## src/rtl/sim_link_responder_pkg.sv

```systemverilog
// Shared constants for the simulated link responder: command/status bit
// positions, the command header and the Rx/Tx state encodings.
package sim_link_responder_pkg;

    localparam logic [1:0] CMD_HEADER = 2'b10;

    localparam int CMD_FWD     = 0;
    localparam int CMD_BWD     = 1;
    localparam int CMD_LEFT    = 2;
    localparam int CMD_RIGHT   = 3;
    localparam int CMD_PLACE   = 4;
    localparam int CMD_DESTROY = 5;

    localparam int STAT_FRONT = 0;
    localparam int STAT_LEFT  = 1;
    localparam int STAT_RIGHT = 2;
    localparam int STAT_BACK  = 3;

    localparam logic [1:0] RX_IDLE  = 2'd0;
    localparam logic [1:0] RX_START = 2'd1;
    localparam logic [1:0] RX_DATA  = 2'd2;
    localparam logic [1:0] RX_STOP  = 2'd3;

    localparam logic [1:0] TX_IDLE  = 2'd0;
    localparam logic [1:0] TX_START = 2'd1;
    localparam logic [1:0] TX_DATA  = 2'd2;
    localparam logic [1:0] TX_STOP  = 2'd3;

    // Contradictory movement or turn requests cancel each other out.
    function automatic logic [5:0] filter_cmd(input logic [5:0] raw);
        logic [5:0] c;
        c = raw;
        if (c[CMD_FWD] && c[CMD_BWD]) begin
            c[CMD_FWD] = 1'b0;
            c[CMD_BWD] = 1'b0;
        end
        if (c[CMD_LEFT] && c[CMD_RIGHT]) begin
            c[CMD_LEFT]  = 1'b0;
            c[CMD_RIGHT] = 1'b0;
        end
        return c;
    endfunction

endpackage

```

## src/rtl/sim_uart_tx.sv

```systemverilog
// 8N1 UART transmitter: accepts a byte when idle and valid, holds each bit BIT_CYC cycles.
module sim_uart_tx
    import sim_link_responder_pkg::*;
#(
    parameter int BIT_CYC = 10416
) (
    input  logic       sys_clk,
    input  logic       rst,
    input  logic [7:0] data,
    input  logic       valid,
    output logic       busy,
    output logic       txd
);

    localparam int BW = $clog2(BIT_CYC + 1);
    localparam logic [BW-1:0] BIT_LAST = BW'(BIT_CYC - 1);

    logic [1:0]    state_reg;
    logic [BW-1:0] cnt_reg;
    logic [2:0]    bit_reg;
    logic [7:0]    shift_reg;
    logic          txd_reg;

    always_ff @(posedge sys_clk or negedge rst) begin
        if (!rst) begin
            state_reg <= TX_IDLE;
            cnt_reg   <= '0;
            bit_reg   <= '0;
            shift_reg <= '0;
            txd_reg   <= 1'b1;
        end else begin
            case (state_reg)
                TX_IDLE: begin
                    if (valid) begin
                        state_reg <= TX_START;
                        shift_reg <= data;
                        txd_reg   <= 1'b0;
                        cnt_reg   <= '0;
                    end
                end
                TX_START: begin
                    if (cnt_reg == BIT_LAST) begin
                        cnt_reg   <= '0;
                        bit_reg   <= '0;
                        state_reg <= TX_DATA;
                        txd_reg   <= shift_reg[0];
                    end else begin
                        cnt_reg <= cnt_reg + 1'b1;
                    end
                end
                TX_DATA: begin
                    if (cnt_reg == BIT_LAST) begin
                        cnt_reg <= '0;
                        bit_reg <= bit_reg + 1'b1;
                        if (bit_reg == 3'd7) begin
                            state_reg <= TX_STOP;
                            txd_reg   <= 1'b1;
                        end else begin
                            shift_reg <= {1'b0, shift_reg[7:1]};
                            txd_reg   <= shift_reg[1];
                        end
                    end else begin
                        cnt_reg <= cnt_reg + 1'b1;
                    end
                end
                TX_STOP: begin
                    if (cnt_reg == BIT_LAST) begin
                        cnt_reg   <= '0;
                        state_reg <= TX_IDLE;
                    end else begin
                        cnt_reg <= cnt_reg + 1'b1;
                    end
                end
                default: state_reg <= TX_IDLE;
            endcase
        end
    end

    assign busy = (state_reg != TX_IDLE);
    assign txd  = txd_reg;

endmodule

```

## src/rtl/sim_link_responder.sv

```systemverilog
// Simulated robot link: decodes UART command frames into levels with a link
// watchdog, and periodically reports detector levels as UART status frames.
module sim_link_responder
    import sim_link_responder_pkg::*;
#(
    parameter int BIT_CYC       = 10416,
    parameter int STATUS_PERIOD = 2_000_000,
    parameter int LINK_TIMEOUT  = 10_000_000
) (
    input  logic sys_clk,
    input  logic rst,
    input  logic rxd,
    output logic txd,
    input  logic front_det,
    input  logic left_det,
    input  logic right_det,
    input  logic back_det,
    output logic move_forward,
    output logic move_backward,
    output logic turn_left,
    output logic turn_right,
    output logic place_barrier,
    output logic destroy_barrier,
    output logic cmd_strobe,
    output logic frame_err,
    output logic link_alive
);

    localparam int BW = $clog2(BIT_CYC + 1);
    localparam int PW = $clog2(STATUS_PERIOD + 1);
    localparam int WW = $clog2(LINK_TIMEOUT + 1);
    localparam logic [BW-1:0] BIT_LAST  = BW'(BIT_CYC - 1);
    localparam logic [BW-1:0] HALF_LAST = (BIT_CYC / 2 > 0) ? BW'(BIT_CYC / 2 - 1) : '0;
    localparam logic [PW-1:0] PER_LAST  = PW'(STATUS_PERIOD - 1);
    localparam logic [WW-1:0] WD_MAX    = WW'(LINK_TIMEOUT);

    // ---------------- Rx ----------------
    logic          sync1_reg, sync2_reg, prev_reg;
    logic [1:0]    rx_state_reg;
    logic [BW-1:0] rx_cnt_reg;
    logic [2:0]    rx_bit_reg;
    logic [7:0]    rx_shift_reg;
    logic          rx_fall, stop_sample, frame_good, frame_bad;

    assign rx_fall     = prev_reg & ~sync2_reg;
    assign stop_sample = (rx_state_reg == RX_STOP) && (rx_cnt_reg == BIT_LAST);
    assign frame_good  = stop_sample && sync2_reg && (rx_shift_reg[7:6] == CMD_HEADER);
    assign frame_bad   = stop_sample && !(sync2_reg && (rx_shift_reg[7:6] == CMD_HEADER));

    always_ff @(posedge sys_clk or negedge rst) begin
        if (!rst) begin
            sync1_reg    <= 1'b1;
            sync2_reg    <= 1'b1;
            prev_reg     <= 1'b1;
            rx_state_reg <= RX_IDLE;
            rx_cnt_reg   <= '0;
            rx_bit_reg   <= '0;
            rx_shift_reg <= '0;
        end else begin
            sync1_reg <= rxd;
            sync2_reg <= sync1_reg;
            prev_reg  <= sync2_reg;
            case (rx_state_reg)
                RX_IDLE: begin
                    if (rx_fall) begin
                        rx_state_reg <= RX_START;
                        rx_cnt_reg   <= '0;
                    end
                end
                RX_START: begin
                    if (rx_cnt_reg == HALF_LAST) begin
                        rx_cnt_reg   <= '0;
                        rx_bit_reg   <= '0;
                        // A line that is high again mid start bit was a glitch.
                        rx_state_reg <= sync2_reg ? RX_IDLE : RX_DATA;
                    end else begin
                        rx_cnt_reg <= rx_cnt_reg + 1'b1;
                    end
                end
                RX_DATA: begin
                    if (rx_cnt_reg == BIT_LAST) begin
                        rx_cnt_reg   <= '0;
                        rx_shift_reg <= {sync2_reg, rx_shift_reg[7:1]};
                        rx_bit_reg   <= rx_bit_reg + 1'b1;
                        if (rx_bit_reg == 3'd7) begin
                            rx_state_reg <= RX_STOP;
                        end
                    end else begin
                        rx_cnt_reg <= rx_cnt_reg + 1'b1;
                    end
                end
                RX_STOP: begin
                    if (rx_cnt_reg == BIT_LAST) begin
                        rx_cnt_reg   <= '0;
                        rx_state_reg <= RX_IDLE;
                    end else begin
                        rx_cnt_reg <= rx_cnt_reg + 1'b1;
                    end
                end
                default: rx_state_reg <= RX_IDLE;
            endcase
        end
    end

    // ---------------- Command latch and watchdog ----------------
    logic [5:0]    cmd_reg;
    logic [WW-1:0] wd_reg;
    logic          alive_reg, strobe_reg, err_reg;

    always_ff @(posedge sys_clk or negedge rst) begin
        if (!rst) begin
            cmd_reg    <= '0;
            wd_reg     <= '0;
            alive_reg  <= 1'b0;
            strobe_reg <= 1'b0;
            err_reg    <= 1'b0;
        end else begin
            strobe_reg <= frame_good;
            err_reg    <= frame_bad;
            if (frame_good) begin
                cmd_reg   <= filter_cmd(rx_shift_reg[5:0]);
                alive_reg <= 1'b1;
                wd_reg    <= '0;
            end else if (wd_reg != WD_MAX) begin
                wd_reg <= wd_reg + 1'b1;
                if (wd_reg == WD_MAX - 1'b1) begin
                    alive_reg <= 1'b0;
                    cmd_reg   <= '0;
                end
            end
        end
    end

    assign move_forward    = cmd_reg[CMD_FWD];
    assign move_backward   = cmd_reg[CMD_BWD];
    assign turn_left       = cmd_reg[CMD_LEFT];
    assign turn_right      = cmd_reg[CMD_RIGHT];
    assign place_barrier   = cmd_reg[CMD_PLACE];
    assign destroy_barrier = cmd_reg[CMD_DESTROY];
    assign cmd_strobe      = strobe_reg;
    assign frame_err       = err_reg;
    assign link_alive      = alive_reg;

    // ---------------- Tx ----------------
    logic [PW-1:0] per_reg;
    logic          pending_reg, per_wrap, tx_valid, tx_busy;
    logic [3:0]    det;
    logic [7:0]    status_byte;

    assign det[STAT_FRONT] = front_det;
    assign det[STAT_LEFT]  = left_det;
    assign det[STAT_RIGHT] = right_det;
    assign det[STAT_BACK]  = back_det;

    genvar gi;
    generate
        for (gi = 0; gi < 8; gi++) begin : g_status
            if (gi < 4) begin : g_det
                assign status_byte[gi] = det[gi];
            end else begin : g_zero
                assign status_byte[gi] = 1'b0;
            end
        end
    endgenerate

    assign per_wrap = (per_reg == PER_LAST);
    assign tx_valid = (per_wrap || pending_reg) && !tx_busy;

    always_ff @(posedge sys_clk or negedge rst) begin
        if (!rst) begin
            per_reg     <= '0;
            pending_reg <= 1'b0;
        end else begin
            per_reg <= per_wrap ? '0 : per_reg + 1'b1;
            if (tx_valid) begin
                pending_reg <= 1'b0;
            end else if (per_wrap && tx_busy) begin
                pending_reg <= 1'b1;
            end
        end
    end

    sim_uart_tx #(
        .BIT_CYC(BIT_CYC)
    ) u_tx (
        .sys_clk(sys_clk),
        .rst    (rst),
        .data   (status_byte),
        .valid  (tx_valid),
        .busy   (tx_busy),
        .txd    (txd)
    );

endmodule

```

## config.mk

```make
export PLATFORM = sky130hd
export DESIGN_NAME = sim_link_responder
export DESIGN_NICKNAME = d
export VERILOG_FILES = /design/src/rtl/sim_link_responder_pkg.sv /design/src/rtl/sim_uart_tx.sv /design/src/rtl/sim_link_responder.sv
export SDC_FILE = /design/constraint.sdc
export NUM_CORES = 1
export LEC_CHECK = 0
export CAP_MARGIN = 10
export CORE_MARGIN = 2
export CORE_UTILIZATION = 50
export DETAILED_ROUTE_END_ITERATION = 8
export PLACE_DENSITY_LB_ADDON = 0.1
export SLEW_MARGIN = 25
export SYNTH_ARGS = -nofsm -noshare
export SYNTH_HDL_FRONTEND = slang
export SYNTH_SLANG_ARGS = --single-unit
```

## constraint.sdc

```tcl
create_clock -name sys_clk -period 6.9 [get_ports sys_clk]
set_input_delay 1.035 -clock sys_clk [delete_from_list [all_inputs] [get_ports sys_clk]]
set_output_delay 1.035 -clock sys_clk [all_outputs]
set_load 0.02 [all_outputs]
```

Word level (Yosys, flattened, before mapping)
Cells that the tools add are included.

cells by class
  add/sub/neg operators = 6
  reductions and logical operators = 32
  multiplexer cells = 48
  equal/unequal tests = 26
  bitwise operators = 2

operator list
  operator                                                            count
  14-bit two-way mux                                                  5
  24-bit two-way mux                                                  2
  14-bit one-hot mux with 3 select lines                              1
  14-bit by 1-bit adder with 14-bit output (second input constant)    2
  14-bit == test (second input constant)                              2
  14-bit one-hot mux with 2 select lines                              1
  2-bit two-way mux                                                   13
  24-bit by 1-bit adder with 24-bit output (second input constant)    1
  24-bit == test (second input constant)                              1
  8-bit two-way mux                                                   3
  24-bit != test (second input constant)                              1
  21-bit by 1-bit adder with 21-bit output (second input constant)    1
  21-bit == test (second input constant)                              1
  21-bit two-way mux                                                  1
  6-bit two-way mux                                                   3
  2-bit one-hot mux with 4 select lines                               2
  8-bit one-hot mux with 2 select lines                               1
  14-bit by 13-bit == test with 1-bit output (second input constant)  1
  2-bit nonzero test                                                  7
  3-bit two-way mux                                                   4
  2-bit != test (second input constant)                               6
  3-bit one-hot mux with 2 select lines                               2
  2-bit == test (second input constant)                               5
  2-bit by 1-bit != test with 1-bit output (second input constant)    5
  18 further kinds                                                    43

word-level totals
  output and inout port bits = 10
  bits of input ports = 7
  register bits = 113
  logic and storage cells = 133

Logic depth before layout (Yosys ltp)
Gate-level depths: netlist of the first run.

  word-level depth = 6
  mapped depth = 8
  gate-level depth less buffers = 7

Hierarchy
From an unflattened synthesis of the first run, not the netlist that was laid out.

unflattened totals
  cells, all modules = 567
  area total of the unflattened synthesis = 5815.6 sq um

by module, submodules not included
  module              instances  seq. area each (sq um)  cells each  area an instance (sq um)
  sim_link_responder  1          2130.8                  400         4113.9
  sim_uart_tx         1          701.9                   167         1701.6

Worst setup path before layout of the first run
OpenSTA, ideal clock, no wires.

  path kind = reg-to-reg
  start point = register per_reg[14]
  end point = register u_tx.state_reg[1]
  required time = 6.772 ns
  setup slack = 4.412 ns
  path buffers = 1
  cell stages (with the launch flop) = 7
  period minus slack after synthesis = 2.488 ns
  library setup time = 0.128 ns
  data arrival time = 2.360 ns
  path through = dfrtp_1 or4_1 or4_4 o311a_1 buf_6 a21oi_2 mux2_1

between the ends
  cells in the longest elaborated chain, start to end = 5

ends and longest elaborated chain
  what                                  RTL line                   text
  from (decl)                           sim_link_responder.sv:145  logic [PW-1:0] per_reg;
  from (signal assigned)                sim_link_responder.sv:174  per_reg <= per_wrap ? '0 : per_reg + 1'b1;
  21-bit == test                        sim_link_responder.sv:166  assign per_wrap = (per_reg == PER_LAST);
  1-bit logical OR                      sim_link_responder.sv:167  assign tx_valid = (per_wrap || pending_reg) && !tx_busy;
  1-bit logical AND                     sim_link_responder.sv:167
  2-bit != test (no source line)        -
  5-bit AND reduction (no source line)  -
  to (signal assigned)                  sim_uart_tx.sv:56          state_reg <= TX_STOP;
  to (signal assigned)                  sim_uart_tx.sv:69          state_reg <= TX_IDLE;
  to (signal assigned)                  sim_uart_tx.sv:74          default: state_reg <= TX_IDLE;
  to (decl)                             sim_uart_tx.sv:18          logic [1:0] state_reg;

No other way between the ends.
A chain may end at the register's enable or synchronous reset.

Worst setup path in the final report of the first run
  start point = register per_reg[14]
  end point = register u_tx.cnt_reg[7]

between the ends
  cells in the longest elaborated chain, start to end = 4

ends and longest elaborated chain
  what                            RTL line                   text
  21-bit == test                  sim_link_responder.sv:166
  1-bit logical OR                sim_link_responder.sv:167
  1-bit logical AND               sim_link_responder.sv:167
  2-bit != test (no source line)  -
  to (signal assigned)            sim_uart_tx.sv:48          cnt_reg <= cnt_reg + 1'b1;
  to (signal assigned)            sim_uart_tx.sv:63          cnt_reg <= cnt_reg + 1'b1;
  to (signal assigned)            sim_uart_tx.sv:71          cnt_reg <= cnt_reg + 1'b1;
  to (decl)                       sim_uart_tx.sv:19          logic [BW-1:0] cnt_reg;

No other way between the ends.

==> metrics, run 1 <==
Setup TNS=0 ns; met3 GRT Util=4.96%; mean post-synth cell area=10.0 um2; CP endpoint kind=flip-flop; post-synthesis compound-gate area fraction=11.9%; clock skew=0.00790 ns; Vias per Instance=5.76; R2R setup slack=3.96 ns; share of layout cells above drive strength 1=8.87%; Synth warnings=0; register area=2730 um2; TritonRoute pass-1 iters=4; grt ovf=0; Cell variety after synth=61; max reg flops=24; core area=10800 um2; Slew HR=39.5%; H-Tree Depth=3; synthesized-area fraction occupied by adder cells=3.40%; clock root buffer=clkbuf_8; mux cell area share after synthesis=4.33%; vias in the first global route=3810; crit-path max cell delay=0.66 ns; first-pass GRT wire length=18100 um; initial antenna violation count=0; DRT antenna net count=0; Final Hold Fails=0; Cells after DPL=688; met1 usage=26.2%; Port Buf Inserts=16; Bufs on Longest Clock Path=2; Cell Pwr Density=193 nW/um2; largest net degree at the start of global routing=73; hold_buf cts=0; Antenna Cells=0; Multi-input gate area=2620 um2; most common flop cell mapped by yosys=dfrtp_1; met2 Resource Use GR=31.0%; io pins=17; sequential share of the synthesized area=49.5%; Total GRT Usage=19.2%; row count=38; Max IR drop VDD=0.000148 V; Final Instance Count excl. Fillers=704; Post-synth EDFFs=0; Setup-failing EPs final=0; dpl hpwl=7130 um; Iteration-0 DRC Markers=195; Worst Path Required=7.17 ns; max-slew violations=0; Die Width=109 um; register bit total from synthesis=109; MaxCap Viol Count=0; simple-gate share of the synthesized area=21.6%; total CTS buffers=9; Starting Density=51.1%; Routed WL=10600 um; routability congestion estimate=0.842; final worst path period need=2.94 ns; postcts setup bufs=0; die area=11900 um2; Synth-to-Final Area Change=8.73%; Syn Nets=572; outcome=finished, final reports clean; DR WL/cell=15.1 um; fin nets=581; post-synthesis async set-or-reset flop share=100%; DIE HEIGHT=109 um; GR peak layer=met2; Sink Count=109; clock latency on the worst-skew pair=0.38 ns; # fillers=930; clk slew on worst S/H paths=0.10 ns; RSZ-0062 raised after global routing=false; Slew @ Worst Pin=0.907 ns; worst-path cell chain=or4_1 -> or4_4 -> o311a_1 -> nand2b_4 -> o41ai_1; Final period util=42.7%; Leakage Power=2.58 nW; largest family of logic cells by synthesized area=simple AND/OR/NAND/NOR gates; Netlist Area Pre-Place=5520 um2; Peak Freq=340 MHz; synthesized instance count=550; xor/xnor cell area share of the yosys netlist=5.87%; critical path arrival=3.21 ns; Via Count=4052; hold crit path type=reg -> reg; Worst Path Class, Setup=reg -> reg; Worst Setup Start Kind=flip-flop; Max FO, Critical Path=21; # resized after CTS=0; CTS tree=built; DRC viols=0; CP max stage cell=o311a_1
[cell type report]
type | count | area share [%]
well taps | 140 | 2.92
repair buffers | 19 | 3.00
clock buffers | 10 | 2.13
flip-flops and latches | 109 | 45.5
clock inverters | 6 | 1.21
multi-input cells | 396 | 43.7
inverters | 24 | 1.50
[logic make-up after synthesis]
logic type                 Yosys count
xor gates and xnor gates            37
adders and majority gates           15
DFF                                109
AOI/OAI and AO/OA                   94
and+or+nand+nor                    228
muxes                               22
buffers and inverters               45
[per-stage QoR]
stage | utilization (%) | area [um2] | hold WS (ns) | worst slack (ns) | power (mW)
after floorplan | - | 5520 | 0.345 | 4.41 | 0.743
after detailed placement | 53.7 | 5800 | 0.347 | 3.95 | 0.778
after global routing | 55.6 | 6000 | 0.372 | 3.80 | 1.22
final | 55.6 | 6000 | 0.362 | 3.96 | 1.16
after global placement | 53.7 | 5790 | 0.346 | 4.08 | 0.772
after CTS | 55.6 | 6000 | 0.365 | 3.95 | 1.18
[critical path, delay by kind of cell (launching register included)]
family | cells | cell delay, ns
compound gates | 2 | 1.02
flops | 1 | 0.42
simple gates | 3 | 1.39
[path summary, 6_finish.rpt]
kind | startpoint | to | cells past startpoint
max | per_reg[14] | u_tx.cnt_reg[7] | 5
min | sync1_reg | sync2_reg | 0
max reg2reg | per_reg[14] | u_tx.cnt_reg[7] | 5
min reg2reg | sync1_reg | sync2_reg | 0
max in group asynchronous | rst | per_reg[6] | 2
min in group asynchronous | rst | rx_cnt_reg[10] | 1
[metal layers]
layer / vias to the layer above / routed length (um)
met5: - / 0
met4: 0 / 90
met3: 5 / 359
met2: 59 / 5030
met1: 2006 / 5160
li1: 1982 / -
[placed cells by master (no fill, tap or decap), types with 5 or more instances in the layout]
| master | instances |
|---|---|
| dfrtp_1 | 105 |
| nor2_1 | 55 |
| nand2_1 | 40 |
| nand3_1 | 33 |
| inv_1 | 24 |
| nor3_1 | 21 |
| xnor2_1 | 21 |
| xor2_1 | 16 |
| o21ai_1 | 16 |
| nand4_1 | 15 |
| ha_1 | 15 |
| clkdlybuf4s50_1 | 15 |
| and3_1 | 14 |
| o21ai_0 | 14 |
| a21oi_1 | 11 |
| a22o_1 | 11 |
| mux2_2 | 10 |
| a31oi_1 | 10 |
| clkbuf_8 | 9 |
| mux2i_1 | 7 |
| nor4b_1 | 6 |
| mux2_1 | 5 |
[power by group]
part | leakage (nW) | switching [mW] | internal [mW] | total, mW
clock | 0.0971 | 0.221 | 0.171 | 0.392
combinational | 1.03 | 0.0389 | 0.0324 | 0.0713
sequential | 1.46 | 0.0333 | 0.661 | 0.694
total | 2.58 | 0.293 | 0.865 | 1.16
[Yosys cell counts (10+ instances only)]
library cell  number  area share [%]
ha_1              15             3.4
clkbuf_1          18             1.2
nand3_1           33             3.0
a21oi_1           11             1.0
xnor2_1           21             3.3
nor3_1            23             2.1
o21ai_1           16             1.5
nor2_1            55             3.7
o21ai_0           14             1.3
dfrtp_1          105              48
inv_1             24             1.6
nand2_1           40             2.7
a31oi_1           10             1.1
xor2_1            16             2.5
and3_1            14             1.6
a22o_1            11             1.7
mux2_2            10             2.0
nand4_1           15             1.7
(Power assumes the default switching activity.)
==> run 2: changes to the inputs <==
- clock period: 6.9 -> 3 ns (I/O delays scaled with it)
==> metrics, run 2 (same netlist as run 1, synthesis figures left out) <==
Met2 Wirelength=5080 um; clk slew on worst S/H paths=0.10 ns; CP top delay family=simple AND/OR/NAND/NOR gates; crit path buf inv count=0; hold crit path type=in -> async; Leakage Power=2.64 nW; WL met3=384 um; reg2reg start=per_reg[14]; total CTS buffers=9; R2R setup slack=0.32 ns; critical path arrival=2.96 ns; H-Tree Depth=3; # fillers=950; Iteration-0 DRC Markers=230; total power=2.81 mW; Worst Setup Start Kind=flip-flop; PnR worst setup slack=0.321 ns; Vias per Instance=5.69; worst r2r dst=u_tx.cnt_reg[12]; Sink Count=109; hold_buf cts=0; CTS tree=built; Routed WL=10700 um; switching share of power=23.5%; clock root buffer=clkbuf_8; Net Sw Power=0.661 mW; Worst Path Class, Setup=reg -> reg; Worst Path Required=3.28 ns; share of layout cells above drive strength 1=9.47%; Final Hold Fails=0; die area=11900 um2; DRC viols=0; Antenna Cells=0; register area=2730 um2; Die Width=109 um; Final Instance Count excl. Fillers=710; first-pass GRT wire length=18200 um; grt ovf=0; Starting Density=51.1%; Total GRT Usage=19.7%; fin nets=587; Gate power share=5.8%; clock latency on the worst-skew pair=0.39 ns; io pins=17; max-slew violations=0; core area=10800 um2; final worst path period need=2.68 ns; Multi-input gate area=2610 um2; initial antenna violation count=0; Worst Reg-to-Reg Cells=5; postcts setup bufs=0; MaxCap Viol Count=0; Crit. path cell count=5; Reg power frac=56.6%; crit-path max cell delay=0.53 ns; max reg flops=24; DR WL/cell=15.0 um; Final period util=89.3%; TritonRoute pass-1 iters=4; CP endpoint kind=flip-flop; worst-path cell chain=or4_1 -> or4_4 -> o311a_1 -> nand2b_4 -> o41ai_1; Cell Pwr Density=462 nW/um2; clock network power share=37.5%; DIE HEIGHT=109 um; commonest cells after routing, fill and taps aside=dfrtp_1, nor2_1, nand2_1; Max FO, Critical Path=13; Max IR drop VDD=0.000249 V; Bufs on Longest Clock Path=2; Setup-failing EPs final=0; row count=38; Cells after DPL=694; Setup TNS=0 ns; # resized after CTS=0; clock skew=0.00889 ns; final core area utilization=56.4%; Via Count=4037; outcome=finished, final reports clean; pre-CTS setup slack=0.309 ns; most common cell after layout, fill and taps aside=dfrtp_1; dpl hpwl=7190 um; WL met1=5110 um; vias in the first global route=3825; Slew @ Worst Pin=0.861 ns; Port Buf Inserts=16; Synth-to-Final Area Change=10.3%; Peak Freq=373 MHz; internal power=2.15 mW; DRT antenna net count=0; CP max stage cell=or4_1; routability congestion estimate=0.791; Max Used Layer=met4; Slew HR=42.6%; largest net degree at the start of global routing=62; RSZ-0062 raised after global routing=false
==> run 2: changes by cell type in the layout (fill, tap and decap cells not counted), sizes merged <==
cell | before | now
bufinv | 1 | 3
inv | 25 | 24
buf | 4 | 10
clkinv | 3 | 2
==> run 2: layer usage <==
metal / vias to the layer above / track usage (%)
met5: - / 0
met1: 1972 / 26.2
met3: 10 / 5.86
li1: 2000 / -
met4: 0 / 5.04
met2: 55 / 31.5
==> run 2: metrics by stage <==
step	hold WS, ns	instance area, um2
floorplan	0.154	5520
global placement	0.347	5850
detailed placement	0.348	5850
CTS	0.0835	6090
global route	0.0975	6090
finish	0.0718	6090
==> run 2: power by group through the flow <==
stage,clock [mW],sequential [mW],combinational [mW]
2_1_floorplan,0,1.60,0.108
3_3_place_gp,0,1.62,0.160
3_5_place_dp,0,1.62,0.166
4_1_cts,1.09,1.59,0.169
5_1_grt,1.15,1.60,0.191
6_report,1.06,1.59,0.164
==> run 2: worst max path at each step <==
stage / start / endpoint / slack (ns)
finish: per_reg[14] / u_tx.cnt_reg[12] / 0.32
global route: per_reg[13] / u_tx.cnt_reg[12] / 0.22
global placement: per_reg[14] / u_tx.cnt_reg[7] / 0.40
detailed placement: per_reg[13] / u_tx.cnt_reg[12] / 0.31
CTS: per_reg[14] / u_tx.cnt_reg[12] / 0.30
floorplan: per_reg[14] / u_tx.state_reg[1] / 0.51
==> run 2: final cells by class <==
cell class | count | share of cell area (%)
sequential | 109 | 44.9
multi-input combinational | 396 | 42.9
timing repair buffer | 25 | 3.91
tap | 140 | 2.88
clock buffer | 10 | 2.10
clock inverter | 6 | 1.83
inverter | 24 | 1.48
==> run 3: changes to the inputs <==
- clock period: 3 -> 3.3 ns (I/O delays scaled with it)
==> metrics, run 3 (same netlist as run 1, synthesis figures left out) <==
share of layout cells above drive strength 1=9.49%; Max IR drop VDD=0.000284 V; outcome=finished, final reports clean; CTS tree=built; dpl hpwl=7110 um; clock latency on the worst-skew pair=0.38 ns; Worst Setup Start Kind=flip-flop; hold_buf cts=0; Routed WL=10400 um; Peak Freq=375 MHz; first-pass GRT wire length=18300 um; crit path to=u_tx.cnt_reg[10]; Final period util=80.9%; Max FO, Critical Path=13; row count=38; clock root buffer=clkbuf_8; H-Tree Depth=3; core area=10800 um2; io pins=17; initial antenna violation count=0; Hold WS=0.0707 ns; most common cell after layout, fill and taps aside=dfrtp_1; grt ovf=0; met3 GRT Util=4.90%; Synth-to-Final Area Change=10.3%; fin nets=586; DIE HEIGHT=109 um; CP endpoint kind=flip-flop; Iteration-0 DRC Markers=176; hold crit path type=in -> async; Via Count=4076; Setup TNS=0 ns; Worst Reg-to-Reg Cells=5; vias in the first global route=3856; crit path launch=per_reg[14]; DR WL/cell=14.7 um; final worst path period need=2.67 ns; Total GRT Usage=19.3%; MaxCap Viol Count=0; met1 usage=26.1%; Slew HR=44.3%; reg2reg start=per_reg[14]; postcts setup bufs=0; DRT antenna net count=0; max-slew violations=0; R2R setup slack=0.63 ns; clock skew=0.00892 ns; GR peak layer=met2; Antenna Cells=0; critical path arrival=2.94 ns; commonest cells after routing, fill and taps aside=dfrtp_1, nor2_1, nand2_1; Leakage Power=2.63 nW; Final Hold Fails=0; largest net degree at the start of global routing=72; Starting Density=51.1%; worst r2r dst=u_tx.cnt_reg[10]; RSZ-0062 raised after global routing=false; Setup-failing EPs final=0; clk slew on worst S/H paths=0.10 ns; Worst Path Class, Setup=reg -> reg; total CTS buffers=9; die area=11900 um2; TritonRoute pass-1 iters=4; Slew @ Worst Pin=0.835 ns; Die Width=109 um; Vias per Instance=5.75; Sink Count=109; Cell Pwr Density=422 nW/um2; Bufs on Longest Clock Path=2; # resized after CTS=0; Worst Path Required=3.57 ns; met2 Resource Use GR=31.5%; Port Buf Inserts=16; DRC viols=0; routability congestion estimate=0.851; max reg flops=24
[run 3: cell count changes in the layout (fill, tap and decap cells not counted), sizes merged]
cell	delta
clkbuf	-1
buf	-1
clkinv	+1
[run 3: through the flow]
stage	cells	instance area (um2)	util, %	power, mW	setup slack [ns]
floorplan	550	5520	-	1.55	0.812
global placement	693	5840	54.1	1.62	0.694
detailed placement	693	5840	54.1	1.63	0.627
CTS	709	6090	56.4	2.61	0.596
global route	709	6090	56.4	2.70	0.469
finish	709	6090	56.4	2.57	0.632
[run 3: worst min-delay path by stage]
stage                     startpoint                    endpoint  slack [ns]  cells after the start
after global placement     sync1_reg                   sync2_reg        0.35                      0
after global routing             rst               rx_cnt_reg[9]        0.10                      1
after detailed placement   sync1_reg                   sync2_reg        0.35                      0
after CTS                        rst                   wd_reg[7]        0.09                      1
after floorplan                  rst  asynchronous set/reset pin        0.20                      0
final                            rst               rx_cnt_reg[9]        0.07                      1
[run 3: final cells by class]
class,instances,area (um2)
clock buffers,9,124
clock inverters,7,124
fillers,918,4700
inverters,24,90.1
multi-input cells,396,2610
flip-flops and latches,109,2730
well taps,140,175
repair buffers,24,230
[run 3: power by group]
| part | internal (mW) | switching [mW] | leakage (nW) |
|---|---|---|---|
| clock | 0.507 | 0.463 | 0.120 |
| sequential | 1.38 | 0.0653 | 1.46 |
| combinational | 0.0694 | 0.0811 | 1.06 |
| total | 1.96 | 0.609 | 2.63 |
[run 3: worst max-delay path, cell delays in order, from the launching register on]
cell and delay, ns:
dfrtp_1 0.42, or4_1 0.52, or4_4 0.50, o311a_1 0.50, nand2b_4 0.27, o41ai_1 0.34
[run 3: per-layer routing]
metal  vias to the layer above  wire (um)
met5                         -          0
met4                         0        103
met3                         6        349
met2                        52       4990
met1                      2014       4970
li1                       2004          -
